<file path="config.mk">
export PLATFORM = sky130hd
export DESIGN_NAME = unified_mem_arbiter
export DESIGN_NICKNAME = d
export VERILOG_FILES = /design/src/rtl/unified_mem_arbiter.sv
export SDC_FILE = /design/constraint.sdc
export NUM_CORES = 1
export LEC_CHECK = 0
export BUFFER_PORTS_ARGS = -buffer_cell sky130_fd_sc_hd__buf_4
export CAP_MARGIN = 20
export CELL_PAD_IN_SITES_DETAIL_PLACEMENT = 1
export CELL_PAD_IN_SITES_GLOBAL_PLACEMENT = 1
export CORE_AREA = 2 2 140 142
export CTS_BUF_LIST = sky130_fd_sc_hd__clkbuf_2 sky130_fd_sc_hd__clkbuf_4 sky130_fd_sc_hd__clkbuf_8
export DETAILED_ROUTE_END_ITERATION = 8
export DIE_AREA = 0 0 142 144
export HOLD_SLACK_MARGIN = 0.08
export PLACE_DENSITY = 0.84
export SLEW_MARGIN = 0
export SYNTH_ARGS = -nofsm -noshare
export SYNTH_HDL_FRONTEND = slang
export SYNTH_SLANG_ARGS = --single-unit
</file>
<file path="constraint.sdc">
create_clock -name Clk -period 1.95 [get_ports Clk]
set_input_delay 0.0975 -clock Clk [delete_from_list [all_inputs] [get_ports Clk]]
set_output_delay 0.0975 -clock Clk [all_outputs]
set_load 0.05 [all_outputs]
</file>
<file path="src/rtl/unified_mem_arbiter.sv">
// Purpose : shares one single-port word RAM between the fetch port and the data port.
// Latency : grant is combinational in the request cycle; read data returns one cycle later.
// Backpressure: a requester holds its request until granted; data wins unless a fetch has waited MAX_DATA_BURST grants.
module unified_mem_arbiter #(
  parameter int ADDR_WIDTH     = 32,
  parameter int DATA_WIDTH     = 32,
  parameter int MAX_DATA_BURST = 4
) (
  input  logic                  Clk,
  input  logic                  Reset,
  // instruction-fetch port
  input  logic                  I_req,
  input  logic [ADDR_WIDTH-1:0] I_addr,
  input  logic                  I_flush,
  output logic                  I_gnt,
  output logic                  I_rvalid,
  output logic [DATA_WIDTH-1:0] I_rdata,
  // data port
  input  logic                  D_req,
  input  logic                  D_we,
  input  logic [3:0]            D_be,
  input  logic [ADDR_WIDTH-1:0] D_addr,
  input  logic [DATA_WIDTH-1:0] D_wdata,
  output logic                  D_gnt,
  output logic                  D_rvalid,
  output logic [DATA_WIDTH-1:0] D_rdata,
  // RAM side
  output logic                  MEM_en,
  output logic [3:0]            MEM_we,
  output logic [ADDR_WIDTH-3:0] MEM_addr,
  output logic [DATA_WIDTH-1:0] MEM_wdata,
  input  logic [DATA_WIDTH-1:0] MEM_rdata,
  // cycle accounting
  output logic [31:0]           I_stall_count,
  output logic [31:0]           D_stall_count
);

  localparam int BW = $clog2(MAX_DATA_BURST + 1);
  localparam logic [BW-1:0] BURST_MAX = BW'(MAX_DATA_BURST);

  typedef enum logic [1:0] {
    TAG_NONE   = 2'd0,
    TAG_IFETCH = 2'd1,
    TAG_DREAD  = 2'd2
  } tag_e;

  tag_e          tag_q;
  logic [BW-1:0] burst_cnt;
  logic          flush_q;

  // Byte-offset bits never reach the word-addressed RAM.
  logic unused_addr_bits;
  assign unused_addr_bits = ^{I_addr[1:0], D_addr[1:0]};

  // Grant: data has priority until the waiting fetch has been passed over MAX_DATA_BURST times.
  always_comb begin
    I_gnt = 1'b0;
    D_gnt = 1'b0;
    if (!Reset) begin
      if (D_req && (!I_req || (burst_cnt != BURST_MAX))) begin
        D_gnt = 1'b1;
      end else if (I_req) begin
        I_gnt = 1'b1;
      end
    end
  end

  // RAM drive: steer the winner's address onto the port; only granted data writes touch MEM_we.
  always_comb begin
    MEM_en    = I_gnt | D_gnt;
    MEM_addr  = D_gnt ? D_addr[ADDR_WIDTH-1:2] : I_addr[ADDR_WIDTH-1:2];
    MEM_we    = (D_gnt && D_we) ? D_be : 4'b0000;
    MEM_wdata = D_wdata;
  end

  // Burst counter: counts data grants that pass over a waiting fetch.
  always_ff @(posedge Clk) begin
    if (Reset || !I_req || I_gnt) begin
      burst_cnt <= '0;
    end else if (D_gnt && (burst_cnt != BURST_MAX)) begin
      burst_cnt <= burst_cnt + 1'b1;
    end
  end

  // Response tag and flush flag: remember who owns next cycle's RAM read data.
  // A fetch accepted alongside a flush is the redirect target, so it does not arm the flag.
  always_ff @(posedge Clk) begin
    if (Reset) begin
      tag_q   <= TAG_NONE;
      flush_q <= 1'b0;
    end else begin
      flush_q <= I_flush & ~I_gnt;
      if (I_gnt) begin
        tag_q <= TAG_IFETCH;
      end else if (D_gnt && !D_we) begin
        tag_q <= TAG_DREAD;
      end else begin
        tag_q <= TAG_NONE;
      end
    end
  end

  // Response outputs: data passes straight through, validity comes from the tag.
  always_comb begin
    I_rdata  = MEM_rdata;
    D_rdata  = MEM_rdata;
    I_rvalid = !Reset && (tag_q == TAG_IFETCH) && !flush_q && !I_flush;
    D_rvalid = !Reset && (tag_q == TAG_DREAD);
  end

  // Stall counters: one count per waiting cycle, saturating.
  always_ff @(posedge Clk) begin
    if (Reset) begin
      I_stall_count <= '0;
      D_stall_count <= '0;
    end else begin
      if (I_req && !I_gnt && (I_stall_count != 32'hFFFF_FFFF)) begin
        I_stall_count <= I_stall_count + 32'd1;
      end
      if (D_req && !D_gnt && (D_stall_count != 32'hFFFF_FFFF)) begin
        D_stall_count <= D_stall_count + 32'd1;
      end
    end
  end

endmodule

</file>
* After elaboration in Yosys (flattened, before gate mapping)
Cells that the tools add are included.
Word-level totals: output and inout port bits 199, register bits 70
Cells by class: reduce and logical (&&, ||, !) cells 23, equal/unequal tests 5, bitwise logic cells 3, $add $sub $neg 3, muxes and demuxes 9
Operators with widths (count):
- 32-bit by 1-bit adder with 32-bit output (second input constant) | 2
- 32-bit != test (second input constant) | 2
- 30-bit 2-to-1 mux | 1
- 1-bit logical AND | 12
- 1-bit logical NOT | 7
- 1-bit 2-to-1 mux | 6
- 4-bit 2-to-1 mux | 1
- 3-bit by 1-bit adder with 3-bit output (second input constant) | 1
- 1-bit logical OR | 3
- 3-bit != test (second input constant) | 1
- 2-bit by 1-bit == test with 1-bit output (second input constant) | 1
- 2-bit == test (second input constant) | 1
- 2-bit 2-to-1 mux | 1
- 2-bit OR reduction | 1
- 1-bit AND | 1
- 1-bit NOT | 1
- 1-bit bitwise OR | 1

* Depth between registers and ports, before layout
word-level depth 8, gate-level depth with buffers 9, depth with buffers taken out 7

* Worst setup path after synthesis
No wires, ideal clock.
kind flip-flop to flip-flop, start register D_stall_count[0], end register D_stall_count[1], arrival time 2.381 ns, required time 1.822 ns, setup slack -0.559 ns, setup time 0.128 ns, clock period less this slack 2.509 ns, cell stages (with the launch flop) 9, cell sequence dfxtp_1 -> ha_1 -> clkbuf_1 -> nand4_1 -> o31ai_2 -> buf_2 -> buf_4 -> mux2i_1 -> nor2_1
Between the ends: cells in the longest elaborated chain, start to end 2, elaborated cells between the ends (all ways) 3, classes of those cells 1 x add/sub; 1 x eq/ne; 1 x reduce/logical
Ends and longest elaborated chain:
- start, declared | line 35 | output logic [31:0] D_stall_count
- start signal, assigned | line 121 | D_stall_count <= D_stall_count + 32'd1;
- parallel branches: the longest is 2 deep, another holds 32-bit by 1-bit adder with 32-bit output
Several ways; the timed one is not identified. A chain may end at the register's enable or synchronous reset.

* Worst setup path in the final report
start register D_stall_count[12], end register D_stall_count[1]
Between the ends: cells in the longest elaborated chain, start to end 2
Ends and longest elaborated chain:
- 32-bit != test | line 120 | if (D_req && !D_gnt && (D_stall_count != 32'hFFFF_FFFF)) begin
- 1-bit logical AND | line 120
No other way between the ends.

==> results.yml <==
sta:
  clock.fmax_mhz: 477.0
  tns_ns: -4.837
  slew_viol_final: 0
  worst_pin_slew_ns: 0.5344
  fin_skew_ns: 0.02665
  setup_slack_ns: -0.1466
  rsz0062_at_grt: "true"
  fin_crit_sh: 1.075
  finalCriticalPeriod_ns: 2.097
  setup-violations-final: 64
  max-slew-margin-rel: 0.6437
  hold_viol: 0
die:
  io_pins: 337
  die-area_um2: 20450
  die_h_um: 144
  rows: 51
  initial_utilization: 0.2445
  coreArea_um2: 19080
  die_w_um: 142
drt:
  vias_per_cell: 5.063
  drt_iter0_markers: 173
  drc: 0
  wl_per_cell_um: 20.23
  detail_route.first_pass.iterations: 4
  via_count: 5579
  finalWirelength_mm: 22.29
  detail-route-antenna-nets: 0
grt:
  gr-total-overflow: 0
  antenna_found_initial: 0
  grt_max_degree: 34
  grt_pass1_vias: 5610
  grt_use_total: 0.1892
  grt_pass1_wl_mm: 30.06
synth:
  synth_cell_types: 42
  ys_ff_latch: 70
  synthCells: 633
  synth_nets: 775
  synth-main-ff-cell: "dfxtp_1"
  synth_edf_count: 0
  yosys-top-cells-area: "dfxtp_1 (30%), buf_4 (16%), nand2_1 (9.2%), a21oi_1 (5.0%), or3_1 (3.9%)"
  syn_area_um2: 4666
  yosysWarnings: 0
  ys_async_sr_fraction: 0
  yosysSeqAreaShare: 0.3003
  netlist.top_cell.by_area: "dfxtp_1"
  avgSynthCellArea_um2: 7.371
  synth_top_area_share: 0.3003
finish:
  nets: 1001
  num-fill-cells: 2232
  diodes: 0
  design_area_um2: 8368
  area_growth_syn_to_layout_pct: 79.35
  drive_above_1_share: 0.6586
  final_cells: 1102
  seq_area_um2: 1578
  multiInputGateArea_um2: 3311
placement:
  hpwlAfterDp_mm: 14.37
  routabilityCongestion: 0.7727
  dp_cells: 1027
  io_buffers: 172
  postPlaceCellArea_um2: 6486
outcome:
  status: "finished, violations left"
  violations: "negative setup slack"
power:
  pwr-share-clk: 0.344
  power.internal_w: 0.002403
  power_density_nw_per_um2: 431.3
  pwr-share-seq: 0.386
  power.leakage_nw: 3.567
  comb_power_share: 0.270
  peakVddDrop_mv: 0.2841
  p_sw_w: 0.001206
  switching_share: 0.3342
worst_setup_path:
  reg2reg_from: "D_stall_count[12]$_SDFFE_PP0P_"
  cp-start-kind: "flop"
  critical_path_class: "reg2reg"
  required_ns: 2.19
  reg2reg_to: "D_stall_count[1]$_SDFFE_PP0P_"
  worstPathArrival_ns: 2.34
  r2r_setup_slack_ns: -0.15
  critPathCaptureType: "flop"
  rr_worst_depth: 8
  critical_path_peak_fanout: 8
hold_path:
  hold_depth: 3
  holdPathEnd: "tag_q[0]$_SDFF_PP0_"
  holdCritPathClass: "in2reg"
  hp-start: "I_req"
cts:
  clkTransAtPathRegs_ns: 0.11
  worstSkewPairLatency_ns: 0.38
  cts_tree: "built"
  clock_path_buffers: 2
  clock_sinks: 70
  root_buffer: "clkbuf_8"
  cts_made_buffers: 9
  cts_max_level: 3
job:
  max_cap_viol_count: 0
## registers in the layout (all words and copies together), names as in the netlist
| name | cells |
|---|---|
| D_stall_count | 32 |
| flush_q | 1 |
| I_stall_count | 32 |
| burst_cnt | 3 |
| tag_q | 2 |
## per-stage QoR
stage	total power (W)	hold slack, ns	util	setup slack (ns)
2_1_floorplan	0.002346	0.1699	-	-0.1212
3_3_place_gp	0.002118	0.1953	0.3400	-0.1216
3_5_place_dp	0.002129	0.1953	0.3400	-0.2155
4_1_cts	0.003569	0.09624	0.3990	-0.1498
5_1_grt	0.003768	0.1511	0.4386	-0.2466
6_report	0.003609	0.1409	0.4386	-0.1466
## power by group through the flow
stage          Clock, W  Sequential, W  Combinational, W
4_1_cts         0.00127        0.00140          0.000901
3_3_place_gp          0        0.00143          0.000689
5_1_grt         0.00136        0.00140           0.00102
3_5_place_dp          0        0.00143          0.000699
6_report        0.00124        0.00139          0.000973
2_1_floorplan         0        0.00146          0.000889
## metal layers
| metal | wire length (µm) | track usage | vias to the layer above |
|---|---|---|---|
| met4 | 680 | 0.05947 | 0 |
| met2 | 12520 | 0.3750 | 229 |
| met5 | 0 | 0 | - |
| met1 | 7745 | 0.1934 | 2710 |
| li1 | - | - | 2590 |
| met3 | 1340 | 0.04702 | 50 |
## synth_stat cells, drive strengths merged, types with 6 or more instances
cell,count
inv,9
or3,29
nor3,6
nor2,35
clkbuf,19
nor2b,13
nand2,114
and4,7
nor4,9
dfxtp,70
o21ai,30
mux2,12
nand2b,9
buf,103
o31ai,15
and3,14
or4,15
nand3,29
nand4,20
a21oi,47
## layout make-up
type,instances,share of cell area
Clock buffer,9,0.01480
Clock inverter,7,0.008822
Inverter,10,0.005084
Multi-Input combinational cell,435,0.3956
Sequential cell,70,0.1885
Tap cell,238,0.03559
Timing Repair Buffer,333,0.3515
## placed cells by master, fill, tap and decap left out, types with 4 or more instances in the layout
master,netlist,layout
clkbuf_8,0,9
dfxtp_1,70,7
or4_1,15,9
nand4_1,19,19
nand2_2,0,21
dfxtp_2,0,24
nand2b_1,9,8
and4_1,7,4
nor2_1,35,34
or3_4,0,12
inv_1,9,7
a21oi_2,0,21
buf_6,1,15
buf_8,0,38
nand2_1,114,57
buf_4,97,269
nor3_1,6,5
mux2_2,12,11
o21ai_1,0,4
nor2b_1,13,12
or3_1,29,17
o31ai_4,0,8
nand3_4,0,4
o21ai_2,0,7
and3_1,14,7
nand3_1,28,23
a21oi_1,47,26
o31ai_1,14,10
o21ai_0,30,19
dfxtp_4,0,39
or4_4,0,6
dlygate4sd3_1,0,6
and3_4,0,6
nand2_4,0,34
nor4_2,0,6
## worst max path at each step
stage | slack, ns | startpoint | endpoint
after detailed placement | -0.22 | burst_cnt[0]$_SDFFE_PP0P_ | I_stall_count[31]$_SDFFE_PP0P_
after floorplan | -0.12 | D_stall_count[1]$_SDFFE_PP0P_ | D_stall_count[26]$_SDFFE_PP0P_
final | -0.15 | D_stall_count[12]$_SDFFE_PP0P_ | D_stall_count[1]$_SDFFE_PP0P_
after CTS | -0.15 | burst_cnt[1]$_SDFFE_PP0P_ | MEM_we[3]
after global routing | -0.25 | burst_cnt[1]$_SDFFE_PP0P_ | MEM_we[3]
after global placement | -0.12 | I_stall_count[10]$_SDFFE_PP0P_ | I_stall_count[22]$_SDFFE_PP0P_
## critical path, stage by stage (launching register included)
cell and delay (ns):
dfxtp_4 0.37, and4_4 0.23, nand4_1 0.12, buf_4 0.18
buf_6 0.12, o31ai_4 0.49, buf_6 0.21, mux2i_1 0.18
nor2_1 0.05
## cell families (layout without fill, tap and decap cells)
logic type      after synthesis  count (layout)  share of synthesized area
simple gates                305             305                     0.3328
buf+inv                     132             359                     0.1864
compound gates              103             107                     0.1271
xor+xnor                      5               5                   0.009388
fa+ha+maj                     4               4                    0.01073
mux                          14              14                    0.03325
flops                        70              70                     0.3003
## timing repair
| action | CTS | global route |
|---|---|---|
| gates resized for setup | 173 | 125 |
| hold endpoints to repair | 10 | 0 |
| setup endpoints to repair | 81 | 89 |
| pin swaps | 62 | 73 |
| cloned | 5 | 2 |
| hold buffers | 6 | 0 |
| buffers inserted | 20 | 26 |
Power figures use the tool's default switching activity.
